===== src/rtl/servive_uart_tx_if.sv =====
// Wishbone slave bundle for servive_uart_tx: register select, write data, strobes and response.
interface servive_uart_tx_if;
    logic        i_wb_adr;
    logic [31:0] i_wb_dat;
    logic        i_wb_we;
    logic        i_wb_cyc;
    logic [31:0] o_wb_rdt;
    logic        o_wb_ack;

    modport master (
        output i_wb_adr, i_wb_dat, i_wb_we, i_wb_cyc,
        input  o_wb_rdt, o_wb_ack
    );

    modport slave (
        input  i_wb_adr, i_wb_dat, i_wb_we, i_wb_cyc,
        output o_wb_rdt, o_wb_ack
    );
endinterface


===== src/rtl/servive_uart_tx.sv =====
// Wishbone UART transmitter with TX FIFO, programmable divisor and status register.
// Optional parity bit enabled by defining SERVIVE_UART_TX_PARITY_EN.
module servive_uart_tx #(
    parameter logic [15:0] DIV_DEFAULT = 16'd868,
    parameter int unsigned FIFO_DEPTH  = 8,
    parameter int unsigned DATA_BITS   = 8,
    parameter int unsigned STOP_BITS   = 1
) (
    input  logic             i_clk,
    input  logic             i_rst_n,
    servive_uart_tx_if.slave wb,
    output logic             o_tx,
    output logic             o_busy
);
    localparam int unsigned AW = $clog2(FIFO_DEPTH);
    localparam int unsigned CW = AW + 1;
    localparam int unsigned IW = $clog2(DATA_BITS);

`ifdef SERVIVE_UART_TX_PARITY_EN
    typedef enum logic [2:0] {S_IDLE, S_START, S_DATA, S_PARITY, S_STOP} state_t;
`else
    typedef enum logic [1:0] {S_IDLE, S_START, S_DATA, S_STOP} state_t;
`endif

    logic                 r_ack;
    logic                 r_ovf;
    logic [15:0]          r_div;
    logic [DATA_BITS-1:0] r_mem [FIFO_DEPTH];
    logic [AW-1:0]        r_wr_ptr, r_rd_ptr;
    logic [CW-1:0]        r_count;
    state_t               r_state;
    logic [DATA_BITS-1:0] r_shift;
    logic [IW-1:0]        r_bit_idx;
    logic [16:0]          r_cnt;
    logic [15:0]          r_bit_len;
    logic                 r_tx, r_busy;
`ifdef SERVIVE_UART_TX_PARITY_EN
    logic                 r_odd, r_par;
`endif

    logic                 w_acc, w_wr, w_rd, w_push_req, w_push, w_pop, w_ovf_set;
    logic                 w_empty, w_full;
    logic [DATA_BITS-1:0] w_head;
    logic [16:0]          w_bit_last, w_stop_last;
    logic [31:0]          w_rdt;
    logic                 w_unused_dat;

    // Accesses commit in the ack cycle, while the master still holds cyc.
    assign w_acc       = wb.i_wb_cyc & r_ack;
    assign w_wr        = w_acc & wb.i_wb_we;
    assign w_rd        = w_acc & !wb.i_wb_we;
    assign w_push_req  = w_wr & !wb.i_wb_adr;
    assign w_empty     = (r_count == '0);
    assign w_full      = (r_count == CW'(FIFO_DEPTH));
    assign w_head      = r_mem[r_rd_ptr];
    assign w_pop       = !w_empty && ((r_state == S_IDLE) || (r_state == S_STOP && r_cnt == '0));
    assign w_push      = w_push_req & (!w_full | w_pop);
    assign w_ovf_set   = w_push_req & w_full & !w_pop;
    assign w_bit_last  = {1'b0, r_bit_len} - 17'd1;
    assign w_stop_last = (STOP_BITS == 2) ? {r_bit_len, 1'b0} - 17'd1 : w_bit_last;
    assign w_unused_dat = ^wb.i_wb_dat;

    always_comb begin
        w_rdt = '0;
        if (r_ack && !wb.i_wb_we) begin
            if (wb.i_wb_adr) begin
                w_rdt[15:0] = r_div;
`ifdef SERVIVE_UART_TX_PARITY_EN
                w_rdt[16]   = r_odd;
`endif
            end else begin
                w_rdt[0]    = w_empty;
                w_rdt[1]    = w_full;
                w_rdt[2]    = r_ovf;
                w_rdt[3]    = r_busy;
                w_rdt[15:8] = 8'(r_count);
            end
        end
    end

    assign wb.o_wb_rdt = w_rdt;
    assign wb.o_wb_ack = r_ack;
    assign o_tx        = r_tx;
    assign o_busy      = r_busy;

    always_ff @(posedge i_clk or negedge i_rst_n) begin
        if (!i_rst_n) begin
            r_ack <= 1'b0;
            r_ovf <= 1'b0;
            r_div <= DIV_DEFAULT;
`ifdef SERVIVE_UART_TX_PARITY_EN
            r_odd <= 1'b0;
`endif
        end else begin
            r_ack <= wb.i_wb_cyc & !r_ack;
            if (w_ovf_set)
                r_ovf <= 1'b1;
            else if (w_rd && !wb.i_wb_adr)
                r_ovf <= 1'b0;
            if (w_wr && wb.i_wb_adr) begin
                r_div <= (wb.i_wb_dat[15:0] == 16'd0) ? 16'd1 : wb.i_wb_dat[15:0];
`ifdef SERVIVE_UART_TX_PARITY_EN
                r_odd <= wb.i_wb_dat[16];
`endif
            end
        end
    end

    always_ff @(posedge i_clk) begin
        if (w_push)
            r_mem[r_wr_ptr] <= wb.i_wb_dat[DATA_BITS-1:0];
    end

    always_ff @(posedge i_clk or negedge i_rst_n) begin
        if (!i_rst_n) begin
            r_wr_ptr <= '0;
            r_rd_ptr <= '0;
            r_count  <= '0;
        end else begin
            if (w_push) r_wr_ptr <= r_wr_ptr + AW'(1);
            if (w_pop)  r_rd_ptr <= r_rd_ptr + AW'(1);
            case ({w_push, w_pop})
                2'b10:   r_count <= r_count + CW'(1);
                2'b01:   r_count <= r_count - CW'(1);
                default: r_count <= r_count;
            endcase
        end
    end

    always_ff @(posedge i_clk or negedge i_rst_n) begin
        if (!i_rst_n) begin
            r_state   <= S_IDLE;
            r_tx      <= 1'b1;
            r_shift   <= '0;
            r_bit_idx <= '0;
            r_cnt     <= '0;
            r_bit_len <= '0;
            r_busy    <= 1'b0;
`ifdef SERVIVE_UART_TX_PARITY_EN
            r_par     <= 1'b0;
`endif
        end else begin
            r_busy <= !w_empty || (r_state != S_IDLE);
            // Pop from IDLE or at the end of STOP; the latter chains frames with no idle gap.
            if (w_pop) begin
                r_state   <= S_START;
                r_tx      <= 1'b0;
                r_shift   <= w_head;
                r_bit_len <= r_div;
                r_cnt     <= {1'b0, r_div} - 17'd1;
                r_bit_idx <= '0;
`ifdef SERVIVE_UART_TX_PARITY_EN
                r_par     <= (^w_head) ^ r_odd;
`endif
            end else begin
                case (r_state)
                    S_IDLE: r_tx <= 1'b1;
                    S_START: begin
                        if (r_cnt == '0) begin
                            r_state <= S_DATA;
                            r_tx    <= r_shift[0];
                            r_cnt   <= w_bit_last;
                        end else begin
                            r_cnt <= r_cnt - 17'd1;
                        end
                    end
                    S_DATA: begin
                        if (r_cnt != '0) begin
                            r_cnt <= r_cnt - 17'd1;
                        end else if (r_bit_idx == IW'(DATA_BITS - 1)) begin
                            r_bit_idx <= '0;
`ifdef SERVIVE_UART_TX_PARITY_EN
                            r_state   <= S_PARITY;
                            r_tx      <= r_par;
                            r_cnt     <= w_bit_last;
`else
                            r_state   <= S_STOP;
                            r_tx      <= 1'b1;
                            r_cnt     <= w_stop_last;
`endif
                        end else begin
                            r_bit_idx <= r_bit_idx + IW'(1);
                            r_shift   <= r_shift >> 1;
                            r_tx      <= r_shift[1];
                            r_cnt     <= w_bit_last;
                        end
                    end
`ifdef SERVIVE_UART_TX_PARITY_EN
                    S_PARITY: begin
                        if (r_cnt == '0) begin
                            r_state <= S_STOP;
                            r_tx    <= 1'b1;
                            r_cnt   <= w_stop_last;
                        end else begin
                            r_cnt <= r_cnt - 17'd1;
                        end
                    end
`endif
                    S_STOP: begin
                        if (r_cnt == '0)
                            r_state <= S_IDLE;
                        else
                            r_cnt <= r_cnt - 17'd1;
                    end
                    default: r_state <= S_IDLE;
                endcase
            end
        end
    end
endmodule


===== src/flat_wrapper.sv =====
// flat-port wrapper written by rule: the top's interface ports become plain ports
module servive_uart_tx_flat 
#(
    parameter logic [15:0] DIV_DEFAULT = 16'd868,
    parameter int unsigned FIFO_DEPTH  = 8,
    parameter int unsigned DATA_BITS   = 8,
    parameter int unsigned STOP_BITS   = 1
)
  (i_clk, i_rst_n, o_tx, o_busy, wb_i_wb_adr, wb_i_wb_dat, wb_i_wb_we, wb_i_wb_cyc, wb_o_wb_rdt, wb_o_wb_ack);
  servive_uart_tx_if wb_i ();
  input  logic i_clk;
  input  logic i_rst_n;
  output logic o_tx;
  output logic o_busy;
  input wire logic [$bits(wb_i.i_wb_adr)-1:0] wb_i_wb_adr;
  input wire logic [$bits(wb_i.i_wb_dat)-1:0] wb_i_wb_dat;
  input wire logic [$bits(wb_i.i_wb_we)-1:0] wb_i_wb_we;
  input wire logic [$bits(wb_i.i_wb_cyc)-1:0] wb_i_wb_cyc;
  output wire logic [$bits(wb_i.o_wb_rdt)-1:0] wb_o_wb_rdt;
  output wire logic [$bits(wb_i.o_wb_ack)-1:0] wb_o_wb_ack;
  assign wb_i.i_wb_adr = wb_i_wb_adr;
  assign wb_i.i_wb_dat = wb_i_wb_dat;
  assign wb_i.i_wb_we = wb_i_wb_we;
  assign wb_i.i_wb_cyc = wb_i_wb_cyc;
  assign wb_o_wb_rdt = wb_i.o_wb_rdt;
  assign wb_o_wb_ack = wb_i.o_wb_ack;
  servive_uart_tx #(.DIV_DEFAULT(DIV_DEFAULT), .FIFO_DEPTH(FIFO_DEPTH), .DATA_BITS(DATA_BITS), .STOP_BITS(STOP_BITS)) u_core (.i_clk(i_clk), .i_rst_n(i_rst_n), .wb(wb_i), .o_tx(o_tx), .o_busy(o_busy));
endmodule

===== config.mk =====
export PLATFORM = sky130hd
export DESIGN_NAME = servive_uart_tx_flat
export DESIGN_NICKNAME = d
export VERILOG_FILES = /design/src/rtl/servive_uart_tx_if.sv /design/src/rtl/servive_uart_tx.sv /design/src/flat_wrapper.sv
export SDC_FILE = /design/constraint.sdc
export NUM_CORES = 1
export LEC_CHECK = 0
export CORE_MARGIN = 2
export CORE_UTILIZATION = 35
export CTS_CLUSTER_DIAMETER = 120
export CTS_CLUSTER_SIZE = 10
export DETAILED_ROUTE_END_ITERATION = 12
export PLACE_DENSITY = 0.54
export SYNTH_ARGS = -nofsm -noshare
export SYNTH_HDL_FRONTEND = slang
export SYNTH_SLANG_ARGS = --single-unit

===== constraint.sdc =====
create_clock -name i_clk -period 3.55 [get_ports i_clk]
set_input_delay 0.71 -clock i_clk [delete_from_list [all_inputs] [get_ports i_clk]]
set_output_delay 0.71 -clock i_clk [all_outputs]
set_load 0.01 [all_outputs]

# Word level (Yosys, flattened, before mapping)

Memories as Yosys holds them, arrays and structs flattened.
Index checks and enable logic that the tools add are counted.

Memory bits (read-only): 0
Output and inout bits: 35
Latch bits: 0
Bits in registers: 76
Memories kept: 1
Bits in writable memories: 64
Input bits: 37

Memories:

| name         | depth | bits a word | read ports | clocked after Yosys merged registers in | wr ports | line                  | text |
|---|---|---|---|---|---|---|---|
| u_core.r_mem | 8     | 8           | 1          | 0                                       | 1        | servive_uart_tx.sv:28 | `logic [DATA_BITS-1:0] r_mem [FIFO_DEPTH];` |

$add $sub $neg: 8
$mul: 0
Multiplexer cells: 34
$lt $le $gt $ge: 0
Bitwise operators: 9
Shift-type cells: 0
Equality and inequality tests: 14
Div/mod/pow operators: 0
Reduce and logical (&&, ||, !) cells: 29

Operators by type and width:

| operator              | count |
|---|---|
| $mux 17               | 4 |
| $pmux 17 s3           | 1 |
| $mux 8                | 5 |
| $sub 16x1->17 const B | 2 |
| $mux 16               | 2 |
| $logic_not 17->1      | 1 |
| $reduce_bool 17->1    | 1 |
| $sub 17x1->17 const B | 1 |
| $logic_not 16->1      | 1 |
| $mux 3                | 4 |
| $mux 2                | 5 |
| $add 3x1->3 const B   | 3 |
| $ne 3x2->1 const B    | 3 |
| $and 1x1->1           | 8 |
| $mux 1                | 8 |
| $mux 4                | 2 |
| $pmux 4 s2            | 1 |
| $reduce_bool 2->1     | 4 |
| $reduce_bool 4->1     | 2 |
| $eq 2x2->1 const B    | 3 |
| $logic_not 1->1       | 6 |
| $ne 3x1->1 const B    | 2 |
| $pmux 2 s3            | 1 |
| $reduce_and 3->1      | 2 |
| other kinds (14)      | 22 |

# Logic depth before layout (Yosys ltp)

Gate-level depths: netlist of the first run.

Word-level depth: 8
Mapped depth: 12
Depth with buffers taken out: 11

# Worst setup path after synthesis of the first run

Ideal clock, no wire load.

Path kind: reg2reg
Start: reg u_core.r_cnt[5]
End: mem u_core.r_mem[2][0] (enable)
Required time: 3.152 ns
Path slack: 0.163 ns
Setup time: 0.398 ns
Stages on the path, launching flop included: 7
Arrival time: 2.989 ns
Path through: dfrtp_1 > or4_1 > buf_2 > nor4b_4 > a31oi_1 > a31o_2 > nor4b_1

Word-level cells in the longest chain between the ends: 8

Ends and longest elaborated chain:

| what                         | line                   | text |
|---|---|---|
| from (decl)                  | servive_uart_tx.sv:34  | `logic [16:0] r_cnt;` |
| from (signal assigned)       | servive_uart_tx.sv:150 | `r_cnt <= {1'b0, r_div} - 17'd1;` |
| from (signal assigned)       | servive_uart_tx.sv:162 | `r_cnt <= w_bit_last;` |
| from (signal assigned)       | servive_uart_tx.sv:164 | `r_cnt <= r_cnt - 17'd1;` |
| $logic_not 17->1             | servive_uart_tx.sv:56  | `assign w_pop = !w_empty && ((r_state == S_IDLE) \|\| (r_state == S_STOP && r_cnt == '0));` |
| $logic_and 1x1->1            | servive_uart_tx.sv:56  |  |
| $logic_or 1x1->1             | servive_uart_tx.sv:56  |  |
| $logic_and 1x1->1            | servive_uart_tx.sv:56  |  |
| $or 1x1->1                   | servive_uart_tx.sv:57  | `assign w_push = w_push_req & (!w_full \| w_pop);` |
| $and 1x1->1                  | servive_uart_tx.sv:57  |  |
| $mux 1                       | servive_uart_tx.sv:110 | `if (w_push)` |
| $mux 1 (implied by the code) | servive_uart_tx.sv:111 | `r_mem[r_wr_ptr] <= wb.i_wb_dat[DATA_BITS-1:0];` |
| to (decl)                    | servive_uart_tx.sv:28  |  |

Every way passes these cells.

# Worst setup path after layout of the first run

Start: reg u_core.r_count[0]
End: out wb_o_wb_rdt[0]

Word-level cells in the longest chain between the ends: 3

Ends and longest elaborated chain:

| what                   | line                   | text |
|---|---|---|
| from (decl)            | servive_uart_tx.sv:30  | `logic [CW-1:0] r_count;` |
| from (signal assigned) | servive_uart_tx.sv:123 | `2'b10: r_count <= r_count + CW'(1);` |
| from (signal assigned) | servive_uart_tx.sv:124 | `2'b01: r_count <= r_count - CW'(1);` |
| from (signal assigned) | servive_uart_tx.sv:125 | `default: r_count <= r_count;` |
| $logic_not 4->1        | servive_uart_tx.sv:53  | `assign w_empty = (r_count == '0);` |
| $mux 4                 | servive_uart_tx.sv:66  | `if (wb.i_wb_adr) begin` |
| $mux 16                | servive_uart_tx.sv:65  | `if (r_ack && !wb.i_wb_we) begin` |
| to (decl)              | flat_wrapper.sv:19     | `output wire logic [$bits(wb_i.o_wb_rdt)-1:0] wb_o_wb_rdt;` |

Every way passes these cells.

==> summary.md, run 1 <==
| Metric | Value |
|---|---|
| Area grow syn2layout | 17.9% |
| Commonest cells after routing, fill and taps aside | 86 x nand2_1, 70 x dfrtp_1, 64 x edfxtp_1, 49 x nor2_1, 38 x clkdlybuf4s50_1 |
| Syn avg cell area | 11.2 um^2 |
| Post-route ant nets | 0 |
| Layout cell share with drive strength beyond 1 | 0.143 |
| DRC errors left | 0 |
| Post-synth EDFFs | 64 |
| Post_cts resized | 0 |
| Slew @ Worst Pin | 1000 ps |
| Antenna violations before repair | 0 |
| Hold buffer count at CTS | 0 |
| Warnings, synthesis | 0 |
| Leakage power | 3.29 nW |
| DR WL met3 | 668 um |
| Slew Viols, Final | 0 |
| IO Pins | between 70 and 80 |
| Tot GR Track Use | 0.167 |
| WHS | 450 ps |
| R2R setup slack | 530 ps |
| Post-synthesis mux area share | 0.0965 |
| Synth Area in XOR/XNOR | 0.0543 |
| Largest net degree at the start of global routing | slightly below 80 |
| Synthesized area | 7260 um^2 |
| Synth Register Bits | 140 |
| Final wirelength | between 15000 and 20000 um |
| # rows | 52 |
| Fin crit share | 0.896 |
| Met1 wire length | 8350 um |
| Postcts setup bufs | 0 |
| Global-route wire length before repair | 28500 um |
| Worst clock skew | roughly 7 ps |
| Highest Clock Rate | between 300 and 400 MHz |
| Max cap viols | 0 |
| Seq/Total Area, Yosys | 0.528 |
| Hold WC Path Type | in -> async |
| Reg2reg path depth | 8 |
| Crit-path max cell delay | 690 ps |
| Critical Path Stages | 5 |
| Initial core utilization | 0.358 |
| RR Endpoint | u_core.r_mem[4][0]$_DFFE_PP_ |
| Vias in the first global route | roughly 5000 |
| Critical Path Source Type | register |
| Leading register cell type out of synthesis | dfrtp_1 |
| Synth Area in Simple Gates | 0.164 |
| Synth async-reset ratio | 0.543 |
| Via density | 5.24 |
| Cell Pwr Density | 811 nW/um^2 |
| Unrepaired setup endpoints after global routing | false |
| TritonCTS Sinks | 140 |
| Nets | 748 |
| Via count | 5141 |
| Compound-Gate Fraction of Synth Area | 0.0931 |
| Synth Area in Adders | 0.0224 |
| CP required | 2840 ps |
| Clock-pin slew on the worst setup and hold paths | roughly 60 ps |
| Post-Syn Instances | 651 |
| Sum Neg Setup Slack | 0 ps |
| WS Path Type | reg -> out |
| Tot Pwr | around 6.9 mW |
| H-Tree Depth | 4 |
| Met2 Routed Length | 8300 um |
| Combinational family with the most area after synthesis | simple AND/OR/NAND/NOR gates |
| Gpl congestion | approximately 0.86 |
| Worst Setup End Kind | output pin |
| Bufs on Longest Clock Path | 2 |
| Setup violators final | 0 |
| Min Clock Period, post-route | 3180 ps |
| CTS tree | yes |
| Crit-path max FO | 9 |
| Top Layer Used | met4 |
| Diode count | 0 |
| Die Wd | ~150 um |
| Worst-Skew Late Latency | 410 ps |
| Commonest non-fill, non-tap cell in the layout | nand2_1 |
| CTS root buffer | clkbuf_16 |
| Max-slew headroom | 0.331 |
| IO buf count | 39 |
| Wire per inst | 17.8 um |
| Die area | 21900 um^2 |
| HPWL Detailed | 12300 um |
| CP bufs+invs | 1 |
| Crit path cell chain | or4_1, nor2_1, a21oi_1, nor2_1, clkdlybuf4s50_1 |
| Unique masters post-synth | 64 |
| Reg2Reg Launch Point | u_core.r_cnt[5]$_DFFE_PN0P_ |
| Worst VDD drop | 0.341 mV |
| Hold Vio Cnt, Final | 0 |
| Most frequent CP cell | nor2_1 |
| Core ar. | 20300 um^2 |
| DR pass1 iterations | 5 |
| GRT overflow | 0 |
| Top Family by Delay on Critical Path | simple AND/OR/NAND/NOR gates |
| CTS buffer count | 17 |
| Chip Height | approximately 150 um |
| Critical path data arrival time | 2470 ps |
| DRT iter0 DRCs | 267 |
| Critical path's slowest cell | or4_1 |
| Status | finished clean |
==> power by group <==
group          total [mW]  switching [mW]  leakage [nW]  internal, mW
registers            2.62           0.537          1.49          2.08
clock network        1.81           0.700         0.286          1.11
logic                2.51            1.37          1.52          1.14
total                6.94            2.61          3.29          4.34
==> worst max-delay path by stage <==
stage                                        end                           from
global route                      wb_o_wb_rdt[0]  u_core.r_count[0]$_DFFE_PN0P_
finish                            wb_o_wb_rdt[0]  u_core.r_count[0]$_DFFE_PN0P_
detailed placement  u_core.r_mem[4][0]$_DFFE_PP_    u_core.r_cnt[5]$_DFFE_PN0P_
CTS                               wb_o_wb_rdt[0]  u_core.r_count[0]$_DFFE_PN0P_
global placement                 wb_o_wb_rdt[13]                     wb_i_wb_we
floorplan           u_core.r_mem[2][0]$_DFFE_PP_    u_core.r_cnt[5]$_DFFE_PN0P_
==> sequential cells by signal, summed over array words and instances (netlist names) <==
signal              count
u_core.r_mem           64
u_core.r_cnt           17
u_core.r_bit_len       16
u_core.r_div           16
u_core.r_shift          8
u_core.r_count          4
u_core.r_bit_idx        3
u_core.r_rd_ptr         3
u_core.r_wr_ptr         3
u_core.r_state          2
u_core.o_busy           1
u_core.o_tx             1
u_core.r_ovf            1
u_core.wb.o_wb_ack      1
==> kinds of logic (layout without fill, tap and decap cells) <==
| family | count (synthesis) | after routing |
|---|---|---|
| adder cells (fa/ha/maj) | 13 | 13 |
| AND/OR/NAND/NOR | 237 | 237 |
| flip-flops | 140 | 140 |
| other | 1 | 16 |
| AO/OA/AOI/OAI | 107 | 107 |
| XOR/XNOR | 45 | 45 |
| buffers and inverters | 60 | 105 |
| multiplexers | 48 | 48 |
==> area by class of cell <==
cell class              instances  area [um^2]
well taps                     270          338
multi-input cells             466         3190
flip-flops and latches        140         3830
clock inverters                13          163
clock buffers                  19          433
inverters                      10         37.5
fillers                      1917        11700
repair buffers                 63          568
==> per-stage QoR <==
step | setup slack, ps | cell area [um^2] | instances | util
global route | 250 | 8560 | 981 | 0.422
detailed placement | 556 | 7970 | 949 | 0.392
finish | 368 | 8560 | 981 | 0.422
floorplan | 163 | 7320 | 666 | -
global placement | 554 | 7970 | 949 | 0.392
CTS | 344 | 8560 | 981 | 0.422
==> layer usage <==
metal  vias up  track usage
met2       122        0.268
met4         0       0.0452
li1       2453            -
met5         -            0
met3        14       0.0336
met1      2552        0.233
==> Yosys cell counts (13+ instances only) <==
library cell / number / area share
nand2_1: 86 / 0.044
nor2_1: 49 / 0.025
xor2_1: 16 / 0.019
mux2i_1: 16 / 0.022
nor4_1: 14 / 0.012
xnor2_1: 29 / 0.035
clkbuf_1: 24 / 0.012
mux2_2: 16 / 0.025
buf_4: 16 / 0.017
edfxtp_1: 64 / 0.26
nor3_1: 15 / 0.010
dfrtp_1: 70 / 0.24
o21ai_0: 30 / 0.021
a21oi_1: 23 / 0.016
ha_1: 13 / 0.022
mux4_2: 16 / 0.050
Note: power is estimated with default switching activity, not from simulation.
==> run 2: changes to the inputs <==
Settings changed: GPL_TIMING_DRIVEN set to 0.
==> run 2 against run 1 <==
  * Cell count increased by 3.6%
  * Register-to-register slack got worse by 180 ps
  * Sequential share of layout area decreased by 1.4 points
  * Largest power group is now combinational cells
  * Via count increased by 4.6%
  * Clock power decreased by 3%
  * Combinational power increased by 10%
  * Critical path depth increased by 1
  * Worst hold slack got worse by 250 ps
  * Highest routed layer unchanged
  * Clock skew increased by 2.4 ps
==> summary.md, run 2 (synthesis results as in run 1) <==
| Metric | Value |
|---|---|
| Worst VDD drop | about 0.33 mV |
| Wire per inst | 18.8 um |
| Highest Clock Rate | 297 MHz |
| TritonCTS Sinks | 140 |
| Fin crit share | 0.950 |
| Final wirelength | 19100 um |
| Max-slew headroom | 0.416 |
| Vias in the first global route | roughly 5300 |
| Crit path cell chain | clkdlybuf4s50_1, buf_2, clkbuf_1, a21oi_1, nor2_1, clkdlybuf4s50_1 |
| Chip Height | 148 um |
| Crit-path max cell delay | 540 ps |
| Tot GR Track Use | 0.181 |
| Dpl ws | -744 ps |
| GRT overflow | 0 |
| Met2 GRT Util | 0.289 |
| Layout cell share with drive strength beyond 1 | 0.165 |
| Crit-path max FO | 10 |
| Max cap viols | 0 |
| Setup WS post-layout | 178 ps |
| CP required | 2840 ps |
| WS Path Type | in -> out |
| # rows | 52 |
| Met3 global-route usage | 0.0336 |
| Top Usage Layer GRT | met2 |
| Die Wd | ~150 um |
| Bufs on Longest Clock Path | 2 |
| Max reg flops | 64 |
| Util after Layout | 0.436 |
| Most frequent CP cell | clkdlybuf4s50_1 |
| Die area | 21900 um^2 |
| Reg2Reg Launch Point | u_core.r_count[0]$_DFFE_PN0P_ |
| Global-route wire length before repair | 30200 um |
| Setup violators final | 0 |
| Status | finished clean |
| DP Area | 8100 um^2 |
| Inst Count DP | between 900 and 1000 |
| Global routing usage on met1 | 0.251 |
| DR pass1 iterations | 7 |
| Slew Viols, Final | 0 |
| Non-filler cells, final | around 1000 |
| Area grow syn2layout | 21.8% |
| HPWL Detailed | 13900 um |
| Via density | 5.29 |
| DRC errors left | 0 |
| Reg2reg path depth | 7 |
| Core ar. | 20300 um^2 |
| Worst-Skew Late Latency | 420 ps |
| H-Tree Depth | 4 |
| Min Clock Period, post-route | 3370 ps |
| Leakage power | roughly 3.4 nW |
| Via count | approximately 5400 |
| Fin area | 8840 um^2 |
| Initial core utilization | 0.358 |
| Clock-pin slew on the worst setup and hold paths | 60 ps |
| RR Endpoint | u_core.o_tx$_DFFE_PN1P_ |
| Commonest cells after routing, fill and taps aside | 86 x nand2_1, 70 x dfrtp_1, 64 x edfxtp_1, 48 x nor2_1, 38 x clkdlybuf4s50_1 |
| Largest net degree at the start of global routing | 54 |
| Gpl congestion | 0.849 |
| IO buf count | 39 |
| R2R setup slack | 350 ps |
| Sum Neg Setup Slack | 0 ps |
| Slew @ Worst Pin | about 860 ps |
| CTS root buffer | clkbuf_16 |
| Antenna violations before repair | 0 |
| CTS buffer count | 17 |
| DRT iter0 DRCs | 393 |
| Worst Setup End Kind | output pin |
| Worst clock skew | 9.28 ps |
| Crit path from | wb_i_wb_adr |
| CTS tree | yes |
| Commonest non-fill, non-tap cell in the layout | nand2_1 |
| Unrepaired setup endpoints after global routing | false |
| Nets | 783 |
| Hold Vio Cnt, Final | 0 |
| Cell Pwr Density | approximately 800 nW/um^2 |
| Post-route ant nets | 0 |
| Critical path data arrival time | 2660 ps |
| Diode count | 0 |
| Largest reg by FF count | u_core.r_mem |
| Largest regs | u_core.r_mem x64, u_core.r_cnt x17 |
| IO Pins | 72 |
| Critical path's slowest cell | clkdlybuf4s50_1 |
| Hold WC Path Type | in -> async |
| Critical Path Source Type | primary input |
[run 2: cell types whose count changed in the layout (fill, tap and decap cells not counted), moves of 3 or more]
cell | previous run | this run
clkbuf_1 | 2 | 23
buf_2 | 0 | 5
buf_1 | 0 | 3
buf_12 | 0 | 3
buf_4 | 25 | 22
inv_8 | 0 | 3
nor3_1 | 15 | 12
[run 2: per-stage QoR]
stage / hold slack, ps / power (mW)
after floorplan: 414 / 4.39
after global placement: 484 / 5.20
after detailed placement: 509 / 5.28
after CTS: 198 / 7.09
after global routing: 205 / 7.55
final: 197 / 7.07
[run 2: report_power, final]
part | total (mW) | switching [mW] | internal (mW)
clock | 1.76 | 0.751 | 1.01
sequential | 2.53 | 0.449 | 2.08
combinational | 2.77 | 1.61 | 1.16
total | 7.07 | 2.82 | 4.26
[run 2: final cells by class]
type                    instances  area, um^2
well taps                     270         338
repair buffers                 48         513
clock inverters                14         150
clock buffers                  18         439
multi-input cells             466        3260
inverters                      10        37.5
fillers                      1925       11500
flip-flops and latches        140        3830
plain buffers                  50         270
[run 2: worst max path at each step]
stage | endpoint | cells after the start
6_report | wb_o_wb_rdt[0] | 6
5_1_grt | wb_o_wb_rdt[0] | 6
4_1_cts | u_core.r_mem[1][1]$_DFFE_PP_ | 7
3_5_place_dp | u_core.r_mem[3][0]$_DFFE_PP_ | 7
3_3_place_gp | u_core.r_shift[3]$_DFFE_PN0P_ | 1
2_1_floorplan | u_core.r_mem[2][0]$_DFFE_PP_ | 6
[run 2: worst max-delay path, delay by kind of cell]
kind	cells	cell delay, ps
buffers and inverters	4	1670
and+or+nand+nor	1	120
AOI/OAI and AO/OA	1	150
[run 2: what timing repair did]
item / in CTS / in global routing
pin swaps: 3 / 2
gates resized for setup: 12 / 3
gates cloned: 0 / 0
setup buffers: 2 / 4
endpoints found under the setup margin: 51 / 59
hold buffers: 0 / 0
[run 2: metal layers]
layer / up-vias / share of wire
li1: 2535 / -
met2: 145 / 0.47
met4: 0 / 0.013
met1: 2674 / 0.47
met3: 23 / 0.041
met5: - / 0
==> run 3: changes to the inputs <==
Settings changed: GPL_TIMING_DRIVEN 0 to 1.
==> results of run 3 <==
Final layout, timing and power as in run 1 (identical DEF).
